<file path="src/rtl/pp_loop_tracker.sv">
// rtl/pp_loop_tracker.sv - pipelined-loop observation monitor: iteration counts, finish pulse, sticky error/stall flags
module pp_loop_tracker #(
    parameter int FSM_WIDTH    = 2,
    parameter int CNT_WIDTH    = 16,
    parameter int MAX_INFLIGHT = 8,
    parameter int STALL_LIMIT  = 1024
) (
    input  logic                                   clock,
    input  logic                                   reset,
    input  logic [FSM_WIDTH-1:0]                   cur_state,
    input  logic                                   pre_states_valid,
    input  logic [FSM_WIDTH-1:0]                   pre_loop_state0,
    input  logic [1:0]                             post_states_valid,
    input  logic [FSM_WIDTH-1:0]                   post_loop_state0,
    input  logic [FSM_WIDTH-1:0]                   post_loop_state1,
    input  logic [FSM_WIDTH-1:0]                   loop_quit_state,
    input  logic [FSM_WIDTH-1:0]                   iter_start_state,
    input  logic [FSM_WIDTH-1:0]                   iter_end_state,
    input  logic                                   iter_start_enable,
    input  logic                                   iter_start_block,
    input  logic                                   iter_end_enable,
    input  logic                                   iter_end_block,
    input  logic                                   quit_at_end,
    output logic                                   loop_active,
    output logic [CNT_WIDTH-1:0]                   iter_started,
    output logic [CNT_WIDTH-1:0]                   iter_ended,
    output logic [$clog2(MAX_INFLIGHT+1)-1:0]      in_flight,
    output logic                                   finish,
    output logic                                   stall_alarm,
    output logic                                   overflow_err,
    output logic                                   underflow_err,
    output logic                                   exit_err
);

    localparam int IF_W = $clog2(MAX_INFLIGHT + 1);
    localparam int SC_W = $clog2(STALL_LIMIT + 1);

    localparam logic [IF_W-1:0]      IF_MAX  = IF_W'(MAX_INFLIGHT);
    localparam logic [IF_W-1:0]      IF_ONE  = IF_W'(1);
    localparam logic [SC_W-1:0]      SC_MAX  = SC_W'(STALL_LIMIT);
    localparam logic [SC_W-1:0]      SC_ONE  = SC_W'(1);
    localparam logic [CNT_WIDTH-1:0] CNT_ONE = CNT_WIDTH'(1);

    typedef enum logic [1:0] {
        S_IDLE,
        S_ARMED,
        S_RUN,
        S_DRAIN
    } state_t;

    state_t          state;
    logic [SC_W-1:0] stall_cnt;

    logic            start_ev;
    logic            end_ev;
    logic            quit_ev;
    logic            post_hit;
    logic            pre_hit;
    logic            stall_cond;
    logic            enter;
    logic            cnt_start;
    logic [IF_W-1:0] inf_nxt;
    logic            ovf_hit;
    logic            unf_hit;
    logic [SC_W-1:0] stall_nxt;

    assign start_ev   = (cur_state == iter_start_state) & iter_start_enable & ~iter_start_block;
    assign end_ev     = (cur_state == iter_end_state) & iter_end_enable & ~iter_end_block;
    assign quit_ev    = (cur_state == loop_quit_state);
    assign post_hit   = (post_states_valid[0] & (cur_state == post_loop_state0)) |
                        (post_states_valid[1] & (cur_state == post_loop_state1));
    assign pre_hit    = pre_states_valid & (cur_state == pre_loop_state0);
    assign stall_cond = ((cur_state == iter_start_state) & iter_start_block) |
                        ((cur_state == iter_end_state) & iter_end_block);

    // The pre-loop state wins over a coincident start while idle.
    assign enter     = ((state == S_IDLE) & ~pre_hit & start_ev) | ((state == S_ARMED) & start_ev);
    // Starts seen while draining are protocol errors and are not counted.
    assign cnt_start = start_ev & (state == S_RUN);

    always_comb begin
        inf_nxt = in_flight;
        ovf_hit = 1'b0;
        unf_hit = 1'b0;
        if (cnt_start && end_ev) begin
            inf_nxt = in_flight;
        end else if (cnt_start) begin
            if (in_flight == IF_MAX) begin
                ovf_hit = 1'b1;
            end else begin
                inf_nxt = in_flight + IF_ONE;
            end
        end else if (end_ev) begin
            if (in_flight == '0) begin
                unf_hit = 1'b1;
            end else begin
                inf_nxt = in_flight - IF_ONE;
            end
        end
    end

    always_comb begin
        stall_nxt = '0;
        if (stall_cond) begin
            stall_nxt = (stall_cnt == SC_MAX) ? SC_MAX : stall_cnt + SC_ONE;
        end
    end

    always_ff @(posedge clock or posedge reset) begin
        if (reset) begin
            state         <= S_IDLE;
            loop_active   <= 1'b0;
            iter_started  <= '0;
            iter_ended    <= '0;
            in_flight     <= '0;
            finish        <= 1'b0;
            stall_alarm   <= 1'b0;
            overflow_err  <= 1'b0;
            underflow_err <= 1'b0;
            exit_err      <= 1'b0;
            stall_cnt     <= '0;
        end else begin
            finish <= 1'b0;
            unique case (state)
                S_IDLE, S_ARMED: begin
                    if (enter) begin
                        state        <= S_RUN;
                        loop_active  <= 1'b1;
                        iter_started <= CNT_ONE;
                        iter_ended   <= '0;
                        in_flight    <= IF_ONE;
                        stall_alarm  <= 1'b0;
                        stall_cnt    <= '0;
                    end else if (state == S_IDLE && pre_hit) begin
                        state <= S_ARMED;
                    end
                end
                S_RUN, S_DRAIN: begin
                    if (cnt_start) begin
                        iter_started <= iter_started + CNT_ONE;
                    end
                    if (end_ev) begin
                        iter_ended <= iter_ended + CNT_ONE;
                    end
                    in_flight <= inf_nxt;
                    if (ovf_hit) begin
                        overflow_err <= 1'b1;
                    end
                    if (unf_hit) begin
                        underflow_err <= 1'b1;
                    end
                    stall_cnt <= stall_nxt;
                    if (stall_nxt == SC_MAX) begin
                        stall_alarm <= 1'b1;
                    end
                    if (state == S_RUN) begin
                        if (quit_ev) begin
                            state <= S_DRAIN;
                            if (quit_at_end && inf_nxt != '0) begin
                                exit_err <= 1'b1;
                            end
                        end
                    end else begin
                        if (start_ev) begin
                            exit_err <= 1'b1;
                        end
                        // Exit on post state even with iterations outstanding, but flag it.
                        if (post_hit) begin
                            state       <= S_IDLE;
                            loop_active <= 1'b0;
                            finish      <= 1'b1;
                            if (inf_nxt != '0) begin
                                exit_err <= 1'b1;
                            end
                        end
                    end
                end
                default: state <= S_IDLE;
            endcase
        end
    end

endmodule

</file>
<file path="config.mk">
export PLATFORM = sky130hd
export DESIGN_NAME = pp_loop_tracker
export DESIGN_NICKNAME = d
export VERILOG_FILES = /design/src/rtl/pp_loop_tracker.sv
export SDC_FILE = /design/constraint.sdc
export NUM_CORES = 1
export LEC_CHECK = 0
export BUFFER_PORTS_ARGS = -buffer_cell sky130_fd_sc_hd__buf_2
export CAP_MARGIN = 15
export CELL_PAD_IN_SITES_DETAIL_PLACEMENT = 0
export CELL_PAD_IN_SITES_GLOBAL_PLACEMENT = 2
export CORE_UTILIZATION = 36
export CTS_CLUSTER_SIZE = 12
export DETAILED_ROUTE_END_ITERATION = 7
export PLACE_DENSITY = 0.91
export SETUP_SLACK_MARGIN = 0.4
export SYNTH_ARGS = -nofsm -noshare
export SYNTH_HDL_FRONTEND = slang
export SYNTH_SLANG_ARGS = --single-unit
export TNS_END_PERCENT = 5
</file>
<file path="constraint.sdc">
create_clock -name clock -period 5.85 [get_ports clock]
set_clock_uncertainty 0.05 [all_clocks]
set_input_delay 0.2925 -clock clock [delete_from_list [all_inputs] [get_ports clock]]
set_output_delay 0.2925 -clock clock [all_outputs]
set_load 0.005 [all_outputs]
</file>
==> results.sh <==
export IMPL_timing_critical_path_to_type="flip-flop"
export IMPL_finalCritPeriodShare_pct=42.6
export IMPL_maxCapViolations=0
export IMPL_ys_seq_elements=55
export IMPL_synth_seq_area_share_pct=40.5
export IMPL_cts_repair_timing_setup_buffer_count=0
export IMPL_starting_density_pct=36.9
export IMPL_post_drt_wl_per_cell_um=15.0
export IMPL_postSynthCellCount=377
export IMPL_grt_start_max_net_pins=56
export IMPL_cts_hold_buffers_added=0
export IMPL_postRouteAntennaNets=0
export IMPL_pre_cts_slack_ns=3.37
export IMPL_core_area_um2=9200
export IMPL_timing_hold_violations_final=0
export IMPL_post_route_cell_area_um2=3900
export IMPL_timing_setup_tns_ns=0
export IMPL_most_frequent_cells_after_synthesis="55 x sky130_fd_sc_hd__dfrtp_1, 38 x sky130_fd_sc_hd__nor2_1, 31 x sky130_fd_sc_hd__nand2_1, 26 x sky130_fd_sc_hd__o21ai_0, 22 x sky130_fd_sc_hd__nand3_1"
export IMPL_clock_tree_from_tritoncts="done"
export IMPL_place_gp_congestion=0.838
export IMPL_ios=66
export IMPL_syn_area_per_cell_um2=9.00
export IMPL_arr_time_crit_path_ns=2.62
export IMPL_outcome="finished, final reports clean"
export IMPL_track_usage_pct=17.4
export IMPL_whs_ns=0.120
export IMPL_rows=35
export IMPL_area_of_the_die_um2=9820
export IMPL_setup_worst_path_start_class="flip-flop"
export IMPL_timing_slew_headroom_pct=37.7
export IMPL_critical_path_peak_fanout=18
export IMPL_grt_pass1_wl_mm=13.6
export IMPL_cts_max_path_buffers=2
export IMPL_cts_repair_resizes=0
export IMPL_buffer_ports_inserted=65
export IMPL_h_tree_depth=2
export IMPL_synth_top_area_share_pct=40.5
export IMPL_die_w_um=99.1
export IMPL_netlist_top_cells_area="sky130_fd_sc_hd__dfrtp_1 41%, sky130_fd_sc_hd__xor2_1 5.2%, sky130_fd_sc_hd__xnor2_1 4.4%"
export IMPL_layout_drive_gt1_share_pct=20.9
export IMPL_p_per_area_nw_per_um2=294
export IMPL_layout_filler_cells=957
export IMPL_worst_setup_path_type="flip-flop to flip-flop"
export IMPL_clock_root_buffer="sky130_fd_sc_hd__clkbuf_8"
export IMPL_synth_ff_type="sky130_fd_sc_hd__dfrtp_1"
export IMPL_final_setup_viol_count=0
export IMPL_clock_sinks=55
export IMPL_number_of_design_rule_violations_left_after_detail_routing=0
export IMPL_async_reset_ff_share_pct=100
export IMPL_number_of_vias_after_detailed_routing=2945
export IMPL_grt_remaining_overflow=0
export IMPL_finish_net_count=464
export IMPL_fin_crit_ns=2.49
export IMPL_maxClockFrequency_mhz=401
export IMPL_cts_reportedPaths_clkPinSlew_ns=0.11
export IMPL_cts_inserted_buffers=5
export IMPL_wirelength_mm=8.21
export IMPL_synth_area_um2=3390
export IMPL_dp_hpwl_mm=6.00
export IMPL_grt_antenna_before_repair=0
export IMPL_first_pass_iters=6
export IMPL_synth_distinct_cells=58
export IMPL_cellLeakagePower_uw=0.00181
export IMPL_power_ir_vdd_worst_mv=0.138
export IMPL_synth_area_leader_cell="sky130_fd_sc_hd__dfrtp_1"
export IMPL_via_per_inst=5.39
export IMPL_chipHeight_um=99.1
export IMPL_number_of_enable_flip_flop_cells_after_synthesis=0
export IMPL_drt_initial_drc_count=135
export IMPL_area_growth_syn_to_layout_pct=14.9
export IMPL_place_area_um2=3780
export IMPL_grt_setup_unrepaired="false"
export IMPL_syn_nets=407
export IMPL_first_global_vias=2743
export IMPL_tightestPinTransition_ns=0.930
export IMPL_synth_most_common_cell="sky130_fd_sc_hd__dfrtp_1"
export IMPL_setup_ws_ns=3.36
export IMPL_clock_insertion_delay_worst_skew_ns=0.31
export IMPL_final_max_slew_viol_count=0
export IMPL_insertedDiodeCount=0
export IMPL_timing_critical_path_required_ns=5.98
export IMPL_worst_min_delay_path_category="input pin to async pin"
export IMPL_ys_warnings_count=0
## routing by layer
metal / up-vias / global-route usage, % / routed length (µm)
li1: 1462 / - / -
met3: 14 / 2.53 / 475
met1: 1370 / 25.5 / 3910
met2: 99 / 26.0 / 3640
met5: - / 0 / 0
met4: 0 / 6.33 / 185
## report_power, final
part / internal (µW) / switching (µW)
Clock: 129 / 135
Sequential: 435 / 98.1
Combinational: 149 / 198
Total: 714 / 431
## registers in the layout, indices dropped and copies added (netlist names)
register and flops:
stall_cnt 11, stall_alarm 1, loop_active 1, underflow_err 1
iter_ended 16, in_flight 4, finish 1, iter_started 16
state 2, overflow_err 1, exit_err 1
## final timing paths
path / startpoint / endpoint / slack, ns / cells past startpoint
min reg2reg: underflow_err$_DFFE_PP0P_ / underflow_err$_DFFE_PP0P_ / 0.43 / 1
max: state[1]$_DFFE_PP0P_ / exit_err$_DFFE_PP0P_ / 3.36 / 6
max reg2reg: state[1]$_DFFE_PP0P_ / exit_err$_DFFE_PP0P_ / 3.36 / 6
min in group clock: underflow_err$_DFFE_PP0P_ / underflow_err$_DFFE_PP0P_ / 0.43 / 1
min: reset / underflow_err$_DFFE_PP0P_ / 0.12 / 3
max in group asynchronous: reset / iter_ended[9]$_DFFE_PP0P_ / 5.15 / 3
## cells in the final DEF (no fill, tap or decap), types with 3 or more instances in the layout
master,instances
sky130_fd_sc_hd__buf_2,65
sky130_fd_sc_hd__dfrtp_1,55
sky130_fd_sc_hd__nor2_1,38
sky130_fd_sc_hd__nand2_1,31
sky130_fd_sc_hd__o21ai_0,26
sky130_fd_sc_hd__nand3_1,22
sky130_fd_sc_hd__xor2_1,20
sky130_fd_sc_hd__inv_1,18
sky130_fd_sc_hd__xnor2_1,17
sky130_fd_sc_hd__nor3_1,16
sky130_fd_sc_hd__nand4_1,13
sky130_fd_sc_hd__and3_1,12
sky130_fd_sc_hd__a21oi_1,11
sky130_fd_sc_hd__or3_1,6
sky130_fd_sc_hd__o31ai_1,6
sky130_fd_sc_hd__ha_1,6
sky130_fd_sc_hd__clkbuf_8,5
sky130_fd_sc_hd__and2_1,4
sky130_fd_sc_hd__nor2b_1,3
sky130_fd_sc_hd__o41ai_1,3
sky130_fd_sc_hd__buf_4,3
## stage by stage
stage          total power, µW  instances  utilization [%]
3_3_place_gp               886        538             41.2
4_1_cts                   1160        546             42.4
3_5_place_dp               891        538             41.2
2_1_floorplan              759        377                -
5_1_grt                   1230        546             42.4
6_report                  1140        546             42.4
## area by class of cell
cell class / count / area (µm²) / share of cell area, %
Clock buffer: 5 / 68.8 / 1.76
Clock inverter: 3 / 46.3 / 1.19
Inverter: 19 / 71.3 / 1.83
Multi-Input combinational cell: 285 / 1850 / 47.4
Sequential cell: 55 / 1380 / 35.3
Tap cell: 111 / 139 / 3.56
Timing Repair Buffer: 68 / 348 / 8.92
## cell families after synthesis
kind of cell,share of synthesized area [%]
AOI/OAI and AO/OA,15.5
adders and majority gates,2.21
buffers and inverters,4.94
DFF,40.5
muxes,0.295
xor gates and xnor gates,11.2
and+or+nand+nor,25.4
## critical path, cell delays in order, from the launching register on
cell,delay (ns)
sky130_fd_sc_hd__dfrtp_1,0.76
sky130_fd_sc_hd__nor4bb_1,0.33
sky130_fd_sc_hd__nand3_1,0.29
sky130_fd_sc_hd__nor2_1,0.24
sky130_fd_sc_hd__xor2_1,0.08
sky130_fd_sc_hd__a2111oi_0,0.43
sky130_fd_sc_hd__a41oi_1,0.17
No activity file was read; power rests on OpenSTA's default activity.
